File: src/rtl/ipv4_tx_frame_scheduler.sv
`default_nettype none
// +--------------------------------------------------------------------------+
// | Module   : ipv4_tx_frame_scheduler                                        |
// | Purpose  : frame-atomic priority/round-robin arbiter for the IPv4 TX path |
// | Revision : 1.0                                                            |
// +--------------------------------------------------------------------------+
module ipv4_tx_frame_scheduler #(
  parameter int NUM_PORTS      = 4,
  parameter int MAX_BURST      = 4,
  parameter int GAP_CYCLES     = 2,
  parameter int TIMEOUT_CYCLES = 4096
) (
  input  logic                         clk,
  input  logic                         rst_n,
  input  logic [NUM_PORTS-1:0]         i_req,
  input  logic [NUM_PORTS-1:0]         i_prio_mask,
  input  logic                         i_tx_ready,
  input  logic                         i_frame_done,
  output logic [NUM_PORTS-1:0]         o_grant,
  output logic                         o_grant_valid,
  output logic [$clog2(NUM_PORTS)-1:0] o_grant_id,
  output logic                         o_abort,
  output logic [15:0]                  o_timeout_count
);

  localparam int c_IW = $clog2(NUM_PORTS);
  localparam int c_BW = $clog2(MAX_BURST + 1);
  localparam int c_GW = (GAP_CYCLES > 1) ? $clog2(GAP_CYCLES) : 1;
  localparam int c_WW = $clog2(TIMEOUT_CYCLES);

  localparam logic [c_IW:0]   c_NPORTS    = (c_IW + 1)'(NUM_PORTS);
  localparam logic [c_BW-1:0] c_BURST_CAP = c_BW'(MAX_BURST);
  localparam logic [c_GW-1:0] c_GAP_LAST  = c_GW'((GAP_CYCLES > 0) ? GAP_CYCLES - 1 : 0);
  localparam logic [c_WW-1:0] c_WD_LAST   = c_WW'(TIMEOUT_CYCLES - 1);

  typedef enum logic [1:0] {
    S_IDLE   = 2'd0,
    S_ACTIVE = 2'd1,
    S_GAP    = 2'd2
  } state_t;

  state_t                r_state,         w_state_nxt;
  logic [NUM_PORTS-1:0]  r_grant,         w_grant_nxt;
  logic                  r_grant_valid,   w_grant_valid_nxt;
  logic [c_IW-1:0]       r_grant_id,      w_grant_id_nxt;
  logic                  r_abort,         w_abort_nxt;
  logic [15:0]           r_timeout_count, w_timeout_count_nxt;
  logic [c_IW-1:0]       r_rr,            w_rr_nxt;
  logic [c_BW-1:0]       r_burst,         w_burst_nxt;
  logic [c_WW-1:0]       r_wd,            w_wd_nxt;
  logic [c_GW-1:0]       r_gap,           w_gap_nxt;

  logic [NUM_PORTS-1:0]   w_prio_req;
  logic [NUM_PORTS-1:0]   w_np_req;
  logic                   w_use_np;
  logic [NUM_PORTS-1:0]   w_cand;
  logic [2*NUM_PORTS-1:0] w_rot2;
  logic [c_IW-1:0]        w_off;
  logic [c_IW:0]          w_sum;
  logic [c_IW-1:0]        w_pick_id;
  logic [c_IW:0]          w_inc;
  logic [c_IW-1:0]        w_rr_adv;
  logic                   w_wd_hit;

  // Candidate class, then first requester at or after r_rr via a doubled-and-rotated mask.
  always_comb begin
    w_prio_req = i_req & i_prio_mask;
    w_np_req   = i_req & ~i_prio_mask;
    w_use_np   = ~|w_prio_req || ((r_burst >= c_BURST_CAP) && |w_np_req);
    w_cand     = w_use_np ? w_np_req : w_prio_req;
    w_rot2     = {w_cand, w_cand} >> r_rr;
    w_off      = '0;
    for (int k = NUM_PORTS - 1; k >= 0; k--) begin
      if (w_rot2[k]) w_off = c_IW'(k);
    end
    w_sum     = {1'b0, r_rr} + {1'b0, w_off};
    w_pick_id = (w_sum >= c_NPORTS) ? c_IW'(w_sum - c_NPORTS) : c_IW'(w_sum);
    w_inc     = {1'b0, r_grant_id} + (c_IW + 1)'(1);
    w_rr_adv  = (w_inc >= c_NPORTS) ? '0 : c_IW'(w_inc);
    w_wd_hit  = (r_wd == c_WD_LAST);
  end

  always_comb begin
    w_state_nxt         = r_state;
    w_grant_nxt         = r_grant;
    w_grant_valid_nxt   = r_grant_valid;
    w_grant_id_nxt      = r_grant_id;
    w_abort_nxt         = 1'b0;
    w_timeout_count_nxt = r_timeout_count;
    w_rr_nxt            = r_rr;
    w_burst_nxt         = r_burst;
    w_wd_nxt            = r_wd;
    w_gap_nxt           = r_gap;
    case (r_state)
      S_IDLE: begin
        if (~|w_np_req) w_burst_nxt = '0;
        if (i_tx_ready && |i_req) begin
          w_state_nxt       = S_ACTIVE;
          w_grant_nxt       = NUM_PORTS'(1) << w_pick_id;
          w_grant_valid_nxt = 1'b1;
          w_grant_id_nxt    = w_pick_id;
          w_wd_nxt          = '0;
          if (!w_use_np && |w_np_req) w_burst_nxt = r_burst + c_BW'(1);
          else                        w_burst_nxt = '0;
        end
      end
      S_ACTIVE: begin
        w_wd_nxt = r_wd + c_WW'(1);
        // A done coinciding with watchdog expiry wins; abort is registered, so it
        // shows up together with the grant drop.
        if (i_frame_done || w_wd_hit) begin
          w_grant_nxt       = '0;
          w_grant_valid_nxt = 1'b0;
          w_grant_id_nxt    = '0;
          w_rr_nxt          = w_rr_adv;
          w_wd_nxt          = '0;
          w_gap_nxt         = '0;
          w_state_nxt       = (GAP_CYCLES == 0) ? S_IDLE : S_GAP;
          if (!i_frame_done) begin
            w_abort_nxt = 1'b1;
            if (r_timeout_count != 16'hFFFF) w_timeout_count_nxt = r_timeout_count + 16'd1;
          end
        end
      end
      S_GAP: begin
        w_gap_nxt = r_gap + c_GW'(1);
        if (r_gap == c_GAP_LAST) w_state_nxt = S_IDLE;
      end
      default: w_state_nxt = S_IDLE;
    endcase
  end

  always_ff @(posedge clk) begin
    if (!rst_n) begin
      r_state         <= S_IDLE;
      r_grant         <= '0;
      r_grant_valid   <= 1'b0;
      r_grant_id      <= '0;
      r_abort         <= 1'b0;
      r_timeout_count <= '0;
      r_rr            <= '0;
      r_burst         <= '0;
      r_wd            <= '0;
      r_gap           <= '0;
    end else begin
      r_state         <= w_state_nxt;
      r_grant         <= w_grant_nxt;
      r_grant_valid   <= w_grant_valid_nxt;
      r_grant_id      <= w_grant_id_nxt;
      r_abort         <= w_abort_nxt;
      r_timeout_count <= w_timeout_count_nxt;
      r_rr            <= w_rr_nxt;
      r_burst         <= w_burst_nxt;
      r_wd            <= w_wd_nxt;
      r_gap           <= w_gap_nxt;
    end
  end

  assign o_grant         = r_grant;
  assign o_grant_valid   = r_grant_valid;
  assign o_grant_id      = r_grant_id;
  assign o_abort         = r_abort;
  assign o_timeout_count = r_timeout_count;

endmodule
`default_nettype wire
File: config.mk
export PLATFORM = sky130hd
export DESIGN_NAME = ipv4_tx_frame_scheduler
export DESIGN_NICKNAME = d
export VERILOG_FILES = /design/src/rtl/ipv4_tx_frame_scheduler.sv
export SDC_FILE = /design/constraint.sdc
export NUM_CORES = 1
export LEC_CHECK = 0
export ABC_AREA = 1
export CAP_MARGIN = 20
export CORE_MARGIN = 2
export CORE_UTILIZATION = 35
export DETAILED_ROUTE_END_ITERATION = 8
export GPL_TIMING_DRIVEN = 0
export PLACE_DENSITY = 0.66
export SLEW_MARGIN = 20
export SYNTH_ARGS = -nofsm -noshare
export SYNTH_HDL_FRONTEND = slang
export SYNTH_SLANG_ARGS = --single-unit
File: constraint.sdc
create_clock -name clk -period 2.9 [get_ports clk]
set_clock_uncertainty 0.05 [all_clocks]
set_input_delay 0.87 -clock clk [delete_from_list [all_inputs] [get_ports clk]]
set_output_delay 0.87 -clock clk [all_outputs]
set_load 0.05 [all_outputs]
==> impl_results.md, run 1 <==
* Gr usage total at 16.1%
* Hold_ws at 0.401 ns
* Clock Sink Count at 44
* Post-DRT Antenna Nets at 0
* Die W at 88.2 um
* Largest net degree at the start of global routing at 14
* Worst Path Arrival at 2.84 ns
* Core Region at 0.00683 mm2
* Crit-path max cell delay at 0.19 ns
* Achievable Freq at 372 MHz
* Vias in the first global route at 2463
* Placer Congestion at 0.859
* Hold_buf cts at 0
* H-Tree Depth at 2
* Die ar. at 0.00779 mm2
* CTS Root Cell: clkbuf_8
* Vias per inst at 4.94
* Static Leak at 1.29 nW
* Startpoint Class: input pin
* GRT Residual Overflow at 0
* Die height at 88.2 um
* Crit-path slowest cell: clkdlybuf4s15_1
* WP data required at 3.05 ns
* Hpwl dp at 4.28 mm
* # setup viols final at 0
* Placed insts at 496
* #FFs+latches synth at 44
* Routed via count at 2518
* Placed cell area at 0.00294 mm2
* Finished Layout Cells at 510
* Synth Warn # at 0
* CP Capture Type: flip-flop
* Sequential share of the synthesized area at 35.5%
* CTS tree: built
* Final Instance Area at 0.00317 mm2
* FP Rows at 30
* Total CTS buffers at 5
* Routed len/inst at 11.3 um
* Critical path buffers and inverters at 4
* Layout Area Growth over Synthesis at 27.7%
* Commonest cells after routing, fill and taps aside: nand2_1 (75), inv_1 (51), dfxtp_1 (44), nand3_1 (31), nor2_1 (31)
* Nets at 431
* Syn avg cell area at 6.79 um2
* Crit path max fanout at 4
* # diodes at 0
* Final WL at 5.78 mm
* Share of cells above drive strength 1 at 15.9%
* Starting Density at 36.4%
* Final worst-path cycle share at 92.7%
* Util after Layout at 46.4%
* Delay-heaviest family, CP: simple AND/OR/NAND/NOR gates
* Cell Chain, Critical Path: clkdlybuf4s15_1 > inv_1 > nand2_2 > nand2_2 > o21ai_4 > buf_4 > nand3_1 > nand3_1 > nand2_1 > nand2_1 > nand2_1 > a31oi_1 > nor2_1 > ha_2 > xor2_2 > inv_1 > nand3_2 > nand2_2 > nand2_1 > nand2_1
* Mapped Cells at 366
* Fin crit period at 2.69 ns
* RSZ-0062 raised after global routing: false
* Clk slew on worst S/H paths at 0.08 ns
* Drt drc at 0
* Power density over the cells at 447 mW/mm2
* Clock buffer depth at 2
* Yosys cell types at 35
* Insertion delay to the later sink of the worst-skew pair at 0.29 ns
* Worst Max-Slew Pin Slew at 0.507 ns
* Slew margin rel. at 66.1%
* Critical path class: in -> reg
* Worst hold path class: reg -> reg
* Most common cell after layout, fill and taps aside: nand2_1
* Initial DRT Pass Iterations at 4
* Worst path most repeated cell: nand2_1
* Global-route wire length before repair at 10.2 mm
* Synthesized cell area at 0.00248 mm2
* Status: complete, no violations
* Peak supply drop at 0.245 mV
* Mapped Nets at 384
* Port bufs at 34
* Antenna violations before repair at 0
* Fin. Hold Viols at 0
* Fin. max-slew vios at 0
* Initial drt markers at 110
* Number of max-cap violations at 0
* I/O pin total at 36
-- cells by family (layout without fill, tap and decap cells) --
group	after synthesis	after routing	share of synthesized area, %
buffers and inverters	57	105	8.61
adders and majority gates	6	6	3.02
DFF	44	44	35.5
xor gates and xnor gates	8	8	2.82
AOI/OAI and AO/OA	45	45	10.4
and+or+nand+nor	206	206	39.7
-- registers in the layout, indices dropped and copies added, names as in the netlist --
register         count
r_gap                1
o_abort              1
o_grant_id           2
o_timeout_count     16
r_state              2
o_grant_valid        1
o_grant              4
r_burst              3
r_wd                12
r_rr                 2
-- worst register-to-register path, cell delays in order, from the launching register on --
cell	delay, ns
dfxtp_1	0.51
o21ai_4	0.12
buf_4	0.16
nand3_1	0.09
nand3_1	0.11
nand2_1	0.08
nand2_1	0.04
nand2_1	0.09
a31oi_1	0.07
nor2_1	0.10
ha_2	0.20
xor2_2	0.17
inv_1	0.07
nand3_2	0.10
nand2_2	0.08
nand2_1	0.08
nand2_1	0.04
-- layout make-up --
| type | count | area, um2 |
|---|---|---|
| inverter | 54 | 205 |
| clock inverter | 1 | 30.0 |
| sequential | 44 | 881 |
| clock buffer | 7 | 96.3 |
| fill | 694 | 3660 |
| multi-input combinational | 265 | 1480 |
| timing repair buffer | 40 | 350 |
| tap | 96 | 120 |
| buffer | 3 | 11.3 |
-- Yosys cell counts (all sizes together) --
| master | n | area [um2] |
|---|---|---|
| nand2 | 93 | 372 |
| xnor2 | 2 | 17.5 |
| o21a | 2 | 15.0 |
| buf | 1 | 3.75 |
| nor4 | 6 | 52.6 |
| inv | 53 | 199 |
| a41oi | 1 | 8.76 |
| nor3 | 20 | 128 |
| clkbuf | 2 | 7.51 |
| dfxtp | 44 | 881 |
| ha | 6 | 75.1 |
| a211oi | 1 | 7.51 |
| nand3 | 39 | 205 |
| clkinv | 1 | 3.75 |
| a21oi | 25 | 125 |
| or2 | 1 | 6.26 |
| nand4 | 8 | 50.1 |
| xor2 | 6 | 52.6 |
| o21ai | 12 | 71.3 |
| o21bai | 2 | 15.0 |
| nor2 | 38 | 165 |
| a31oi | 1 | 6.26 |
| a221oi | 1 | 8.76 |
| nor3b | 1 | 7.51 |
-- final timing paths --
path                            slack (ns)  cells after the start                      end                     from
worst max-delay path                  0.21                     20  o_grant[3]$_SDFFE_PN0P_           i_prio_mask[2]
worst min-delay path                  0.40                      2  o_grant[0]$_SDFFE_PN0P_  o_grant[0]$_SDFFE_PN0P_
worst max register to register        0.64                     16  o_grant[3]$_SDFFE_PN0P_  r_burst[2]$_SDFFE_PN0P_
worst min register to register        0.40                      2  o_grant[0]$_SDFFE_PN0P_  o_grant[0]$_SDFFE_PN0P_
-- per-layer routing --
| layer | up-vias | wire length (um) | part of all wire (%) | track usage [%] |
|---|---|---|---|---|
| met5 | - | 0 | 0 | 0 |
| met4 | 0 | 70 | 1.2 | 4.82 |
| met3 | 9 | 191 | 3.3 | 3.36 |
| met2 | 38 | 2860 | 49 | 28.4 |
| met1 | 1172 | 2660 | 46 | 19.7 |
| li1 | 1299 | - | - | - |
-- report_power, final --
part,internal (mW),leakage [nW],switching [mW]
Combinational,0.0904,0.865,0.173
Sequential,0.623,0.356,0.0162
Clock,0.304,0.0645,0.209
Total,1.02,1.29,0.398
-- per-stage QoR --
stage	worst slack, ns	power (mW)	TNS [ns]
final	0.211	1.42	0
after global placement	-0.419	0.888	-2.07
after floorplan	0.267	0.820	0
after detailed placement	-0.473	0.894	-2.36
after CTS	0.166	1.41	0
after global routing	0.00369	1.49	0
-- timing repair --
item                                    CTS  global route
pin swaps                                 9            12
resized for setup                        23            24
setup buffers                             2             4
endpoints found under the setup margin    5             5
Note: power is estimated with default switching activity, not from simulation.
==> run 2, diff against run 1 <==
CELL_PAD_IN_SITES_DETAIL_PLACEMENT = 0   (was not set)
CELL_PAD_IN_SITES_GLOBAL_PLACEMENT = 2   (was not set)
CORE_UTILIZATION = 30   (was 35)
PLACE_DENSITY = 0.91   (was 0.66)
==> run 2 against run 1 <==
Global-route usage is 1.8 points lower. Hold slack better by 0.0057 ns. Sequential power hardly changed. Total power is 8.8% lower. Design area is 2.2% lower. Final cell count is 0.78% higher. First-iteration DRC count is 5.5% lower. Critical endpoint is now o_grant[2]$_SDFFE_PN0P_.
==> impl_results.md, run 2 (same netlist as run 1, synthesis figures left out) <==
* Final WL at 5.97 mm
* Final WS setup at 0.239 ns
* Vias per inst at 4.70
* Global-route wire length before repair at 10.3 mm
* I/O pin total at 36
* CTS tree: built
* Clock Sink Count at 44
* Internal at 878 uW
* Worst Max-Slew Pin Slew at 0.527 ns
* Layout Area Growth over Synthesis at 24.8%
* CTS Root Cell: clkbuf_8
* Final Instance Area at 0.00310 mm2
* # diodes at 0
* Commonest cells after routing, fill and taps aside: nand2_1 (74), inv_1 (51), dfxtp_1 (44), nand3_1 (33), nor2_1 (31)
* Register-to-Register Path Depth at 11
* Dpl ws at -0.484 ns
* Placer Congestion at 0.778
* Insertion delay to the later sink of the worst-skew pair at 0.31 ns
* Number of max-cap violations at 0
* Largest net degree at the start of global routing at 16
* Critical path buffers and inverters at 2
* Power density over the cells at 417 mW/mm2
* Hold_buf cts at 0
* Port bufs at 34
* NetSw at 414 uW
* H-Tree Depth at 2
* Max FFs per register at 16
* Static Leak at 1.25 nW
* Antenna violations before repair at 0
* Crit-path slowest cell: dlygate4sd2_1
* Starting Density at 30.5%
* Final worst-path cycle share at 91.8%
* Fin. Hold Viols at 0
* Cell Chain, Critical Path: dlygate4sd2_1 > nand2_2 > nand2_2 > o21ai_4 > nand2_2 > nand2_2 > nand3_2 > nand2_1 > nand2_1 > nand2_1 > a31oi_1 > nor2_1 > ha_2 > xor2_2 > inv_1 > nand3_2 > nand2_2 > nand2_1 > nand2_1
* Most common cell after layout, fill and taps aside: nand2_1
* WP data required at 3.06 ns
* GRT Residual Overflow at 0
* Gr usage total at 14.3%
* Setup_tns at 0 ns
* Sequential Power Share at 49.5%
* Hold_ws at 0.407 ns
* Cell depth of the worst setup path at 19
* Clock buffer depth at 2
* Fin crit period at 2.66 ns
* Routed len/inst at 11.6 um
* Share of cells above drive strength 1 at 13.4%
* Die height at 95.0 um
* Crit-path max cell delay at 0.26 ns
* Total CTS buffers at 5
* Achievable Freq at 376 MHz
* Part of the power in combinational logic at 19.5%
* Hold Crit Depth at 2
* FP Rows at 33
* Fin. max-slew vios at 0
* # setup viols final at 0
* CP Capture Type: flip-flop
* Core Region at 0.00813 mm2
* Clk slew on worst S/H paths at 0.09 ns
* Nets at 426
* Delay-heaviest family, CP: simple AND/OR/NAND/NOR gates
* Vias in the first global route at 2314
* Part of the power in the clock network at 31.0%
* Initial drt markers at 104
* Drt drc at 0
* Die ar. at 0.00902 mm2
* Post-DRT Antenna Nets at 0
* Initial DRT Pass Iterations at 4
* Hpwl dp at 4.60 mm
* Peak supply drop at 0.208 mV
* Critical path class: in -> reg
* Crit path max fanout at 6
* Worst Path Arrival at 2.82 ns
* Placed cell area at 0.00296 mm2
* Die W at 95.0 um
* Routed via count at 2417
* Slew margin rel. at 64.8%
* Post-layout total power at 1.29 mW
* Worst hold path class: reg -> reg
* Status: complete, no violations
* Sw Share at 32.0%
* Startpoint Class: input pin
run 2: cell types whose count changed in the layout (fill, tap and decap cells not counted), moves of 2 or more:
cell           previous run  this run
nand3_2                   8         6
dlygate4sd2_1             0         2
o21bai_1                  0         2
nand3_1                  31        33
clkbuf_2                  7         4
clkbuf_8                  7         5
buf_4                     6         1
run 2: worst paths after layout:
kind                      startpoint                               end  slack (ns)
max                         i_req[3]           o_grant[2]$_SDFFE_PN0P_        0.24
min          o_grant[1]$_SDFFE_PN0P_           o_grant[1]$_SDFFE_PN0P_        0.41
max reg2reg     r_wd[0]$_SDFFE_PN0P_  o_timeout_count[12]$_SDFFE_PN0P_        0.79
min reg2reg  o_grant[1]$_SDFFE_PN0P_           o_grant[1]$_SDFFE_PN0P_        0.41
run 2: repair_timing:
item / in CTS / in global routing
resized for setup: 25 / 14
cloned: 0 / 0
buffers inserted: 0 / 1
setup endpoints to repair: 5 / 3
pin swaps: 11 / 12
run 2: final cells by class:
cell class / instances / area [um2]
inverter: 54 / 203
tap: 105 / 131
fill: 888 / 5030
buffer: 3 / 11.3
timing repair buffer: 35 / 325
multi-input combinational: 265 / 1460
sequential: 44 / 881
clock buffer: 5 / 68.8
clock inverter: 3 / 21.3
run 2: tightest hold or removal path, cell delays in order (launching register included):
cell and delay [ns]:
dfxtp_1 0.32, nand2_1 0.06, nand2_1 0.04
run 2: routing by layer:
layer	part of all wire, %	global-route usage, %
met1	49	19.0
met2	46	23.7
met3	3.6	2.63
met4	0.85	3.99
met5	0	0
run 2: through the flow:
step	instances	utilization, %
finish	514	38.1
global route	514	38.1
CTS	513	38.0
detailed placement	505	36.3
global placement	505	36.3
floorplan	366	-
run 2: power groups by stage:
stage	Combinational [mW]	Clock, mW	Sequential, mW
2_1_floorplan	0.130	0	0.690
3_3_place_gp	0.241	0	0.653
3_5_place_dp	0.242	0	0.654
4_1_cts	0.250	0.420	0.640
5_1_grt	0.284	0.435	0.643
6_report	0.252	0.400	0.640
==> edit 1: new RTL, flow settings as in run 1 <==
Change the parameter `TIMEOUT_CYCLES` from 4096 to 16384.
--- a/src/rtl/ipv4_tx_frame_scheduler.sv
+++ b/src/rtl/ipv4_tx_frame_scheduler.sv
@@ -8,7 +8,7 @@
   parameter int NUM_PORTS      = 4,
   parameter int MAX_BURST      = 4,
   parameter int GAP_CYCLES     = 2,
-  parameter int TIMEOUT_CYCLES = 4096
+  parameter int TIMEOUT_CYCLES = 16384
 ) (
   input  logic                         clk,
   input  logic                         rst_n,
Formal check against the unedited RTL: no difference found for any inputs over 10 cycles, from zero or initial values and one cycle with rst_n low; that may be too few to reach the edited logic, so the function may still have changed.
==> edit 1 against run 1 <==
- final area grew 4.3%
- routed wire length rose by 1.1%
- cell count rose by 3.1%
- setup slack got worse by 0.057 ns
- synthesized area grew 2.9%
- power is 8.6% higher
- sequential cell count up 2
- clock power rose by 13%
- combinational power grew 9.5%
==> edit 1: results (changes against run 1) <==
Seq/Total Area, Yosys = 36.04% (was 35.47%)
Placed insts = 510 (was 496)
Synthesized Nets = 394 (was 384)
Min cycle time layout = 2.745 ns (was 2.689 ns)
P_leak = 1.397 nW (was 1.285 nW)
Worst IR Drop VDD = 0.3005 mV (was 0.2453 mV)
H-tree level count = 2 (unchanged)
Die Wd = 89.44 µm (was 88.24 µm)
Clock buf count = 6 (was 7)
Final GP Congestion = 0.8537 (was 0.8588)
Clock-cell share of area = 4.313% (was 3.986%)
Layout cells sized above 1 = 12.88% (was 15.94%)
FF-to-FF End = o_grant[2] (was o_grant[3])
WL final = 5.847 mm (was 5.783 mm)
Largest net degree at the start of global routing = 15 (was 14)
Critical Path Source = i_req[0] (was i_prio_mask[2])
Distinct cell type count after synthesis = 32 (was 35)
Vias per cell = 4.722 (was 4.937)
Worst-Margin Slew = 0.5115 ns (was 0.5070 ns)
Multi-Input Combinational = 276 (was 265)
Critical path arrival = 2.90 ns (was 2.84 ns)
P_int = 1.126 mW (was 1.018 mW)
GR Util met3 = 3.047% (was 3.358%)
Port bufs = 35 (was 34)
Status = finished clean (unchanged)
Syn Inst Count = 376 (was 366)
Multi-input combinational area share = 45.71% (was 46.57%)
Global-route wire length before repair = 9.839 mm (was 10.18 mm)
Final nets = 444 (was 431)
PwrDens = 464.8 nW/µm² (was 446.5 nW/µm²)
Clock share of power = 37.8% (was 36.2%)
M1 GR Usage = 19.78% (was 19.72%)
GRT Total Usage = 15.48% (was 16.10%)
Clock sinks = 46 (was 44)
Post-route insts no fill = 526 (was 510)
Largest cells by area after synthesis = dfxtp_1 36%, nand2_1 14%, inv_1 7.1% (was dfxtp_1 35%, nand2_1 13%, inv_1 7.9%)
Post_cts resized = 20 (was 23)
Number of non-clock buffers = 47 (was 43)
Initial DRC count = 88 (was 110)
Worst R2R Start = r_rr[0] (was r_burst[2])
R2R depth = 15 (was 16)
Dpl hpwl = 4.362 mm (was 4.277 mm)
Number of global-route vias before repair = 2329 (was 2463)
Met2 Wirelength = 2.784 mm (was 2.860 mm)
Met3 WL post-DR = 181 µm (was 191 µm)
Buffering overhead = 12.71% (was 11.40%)
CP max FO = 6 (was 4)
Met2 usage = 26.40% (was 28.43%)
Post-place setup slack = -0.4560 ns (was -0.4734 ns)
Fillers = 739 (was 694)
-- edit 1: changes by cell type after synthesis, sizes merged, moves of 4 or more --
cell	run 1	this run
nand2	93	103
nand3	39	32
nor2	38	47
nor3	20	13
nor4	6	1
xor2	6	10
-- edit 1: how the worst min path moves through the flow --
stage                          start          to  slack, ns  cells after the start
after global routing      o_grant[3]  o_grant[3]       0.43                      2
final                     o_grant[3]  o_grant[3]       0.41                      2
after detailed placement  o_grant[3]  o_grant[3]       0.39                      2
after floorplan              r_wd[7]     r_wd[7]       0.38                      2
after global placement       r_wd[7]     r_wd[7]       0.39                      2
after CTS                 o_grant[3]  o_grant[3]       0.41                      2
-- edit 1: kinds of logic (layout without fill, tap and decap cells) --
family	count (synthesis)	in the layout	share of synthesized area [%]
and+or+nand+nor	208	208	36.97
AOI/OAI and AO/OA	49	49	11.56
buffers and inverters	54	105	8.031
adders and majority gates	6	6	2.938
DFF	46	46	36.04
xor gates and xnor gates	13	13	4.456
==> edit 2: new RTL, config.mk and constraints of run 1 <==
Made on the original files. `r_wd` no longer has a reset.
--- a/src/rtl/ipv4_tx_frame_scheduler.sv
+++ b/src/rtl/ipv4_tx_frame_scheduler.sv
@@ -140,7 +140,6 @@
       r_timeout_count <= '0;
       r_rr            <= '0;
       r_burst         <= '0;
-      r_wd            <= '0;
       r_gap           <= '0;
     end else begin
       r_state         <= w_state_nxt;
@@ -151,9 +150,12 @@
       r_timeout_count <= w_timeout_count_nxt;
       r_rr            <= w_rr_nxt;
       r_burst         <= w_burst_nxt;
-      r_wd            <= w_wd_nxt;
       r_gap           <= w_gap_nxt;
     end
+  end
+
+  always_ff @(posedge clk) begin
+    r_wd <= w_wd_nxt;
   end
 
   assign o_grant         = r_grant;
Behaviour: no difference found for any inputs over 10 cycles, from zero or initial values and one cycle with rst_n low; that may be too few to reach the edited logic, so the function may still have changed.
==> edit 2 against run 1 <==
- final area grew 1.5%
- setup slack lost 0.019 ns
- hold slack gained 0.024 ns
- synthesized area grew 3.5%
- sequential cell count is the same
- utilization shrank 1.6 points
- routed wire length shrank 2.8%
- maximum frequency shrank 0.70%
- power grew 2.7%
- sequential power grew 12%
==> edit 2: results (changes against run 1) <==
Distinct cell type count after synthesis = 42 (was 35)
Die Area = 8044 µm² (was 7786 µm²)
Largest cells by area after synthesis = dfxtp_1 25%, edfxtp_1 14%, nand2_1 10% (was dfxtp_1 35%, nand2_1 13%, inv_1 7.9%)
Syn Inst Count = 342 (was 366)
Flip-flop and latch count = 44 (unchanged)
Routed len/inst = 11.40 µm (was 11.34 µm)
Commonest cells post-synth = 71 x nand2_1, 47 x inv_1, 32 x dfxtp_1 (was 86 x nand2_1, 52 x inv_1, 44 x dfxtp_1)
Fillers = 725 (was 694)
FF-to-FF End = o_grant[2] (was o_grant[3])
Critical Path Source = i_req[0] (was i_prio_mask[2])
Layout cells sized above 1 = 19.80% (was 15.94%)
Post-place setup slack = -0.5262 ns (was -0.4734 ns)
Critical path arrival = 2.81 ns (was 2.84 ns)
Worst IR Drop VDD = 0.2975 mV (was 0.2453 mV)
Status = finished clean (unchanged)
Multi-input logic area = 1399 µm² (was 1476 µm²)
EDFF count, synth = 12 (was 0)
M1 wire length = 2.759 mm (was 2.661 mm)
Clock-cell share of area = 2.528% (was 3.986%)
Multi-Input Combinational = 242 (was 265)
Worst R2R Setup Slack = 0.76 ns (was 0.64 ns)
Dpl hpwl = 4.266 mm (was 4.277 mm)
Met2 usage = 22.93% (was 28.43%)
Buffering overhead = 12.99% (was 11.40%)
Global-route wire length before repair = 9.390 mm (was 10.18 mm)
GRT Total Usage = 14.80% (was 16.10%)
Post-synthesis xor/xnor area fraction = 2.726% (was 2.821%)
Slew HR = 57.82% (was 66.09%)
Compound-Gate Fraction of Synth Area = 12.85% (was 10.38%)
Worst setup margin = 0.1924 ns (was 0.2113 ns)
Final nets = 411 (was 431)
Met3 WL post-DR = 194 µm (was 191 µm)
edit 2: cell types whose count changed after synthesis, moves of 5 or more:
cell      change
dfxtp_1      -12
nand4_1       -6
inv_1         -5
nor2_1       -11
nand2_1      -15
edfxtp_1     +12
nor3_1        -6
nand2_2       +8
nand3_1       -7
edit 2: logic make-up (layout without fill, tap and decap cells):
logic type	after synthesis	after routing
xor gates and xnor gates	8	8
AOI/OAI and AO/OA	56	56
adders and majority gates	6	6
buffers and inverters	56	108
and+or+nand+nor	172	172
DFF	44	44
edit 2: power breakdown:
| group | leakage [nW] | internal, mW | switching, mW |
|---|---|---|---|
| logic | 0.838 | 0.134 | 0.234 |
| clock network | 0.0422 | 0.169 | 0.203 |
| registers | 0.382 | 0.679 | 0.0355 |
| total | 1.26 | 0.982 | 0.472 |
edit 2: what timing repair did:
action                     CTS  global route
setup buffers                4             5
pin swaps                   11            14
resized for setup           14            30
gates cloned                 0             0
hold buffers                 0             0
setup endpoints to repair    5             5
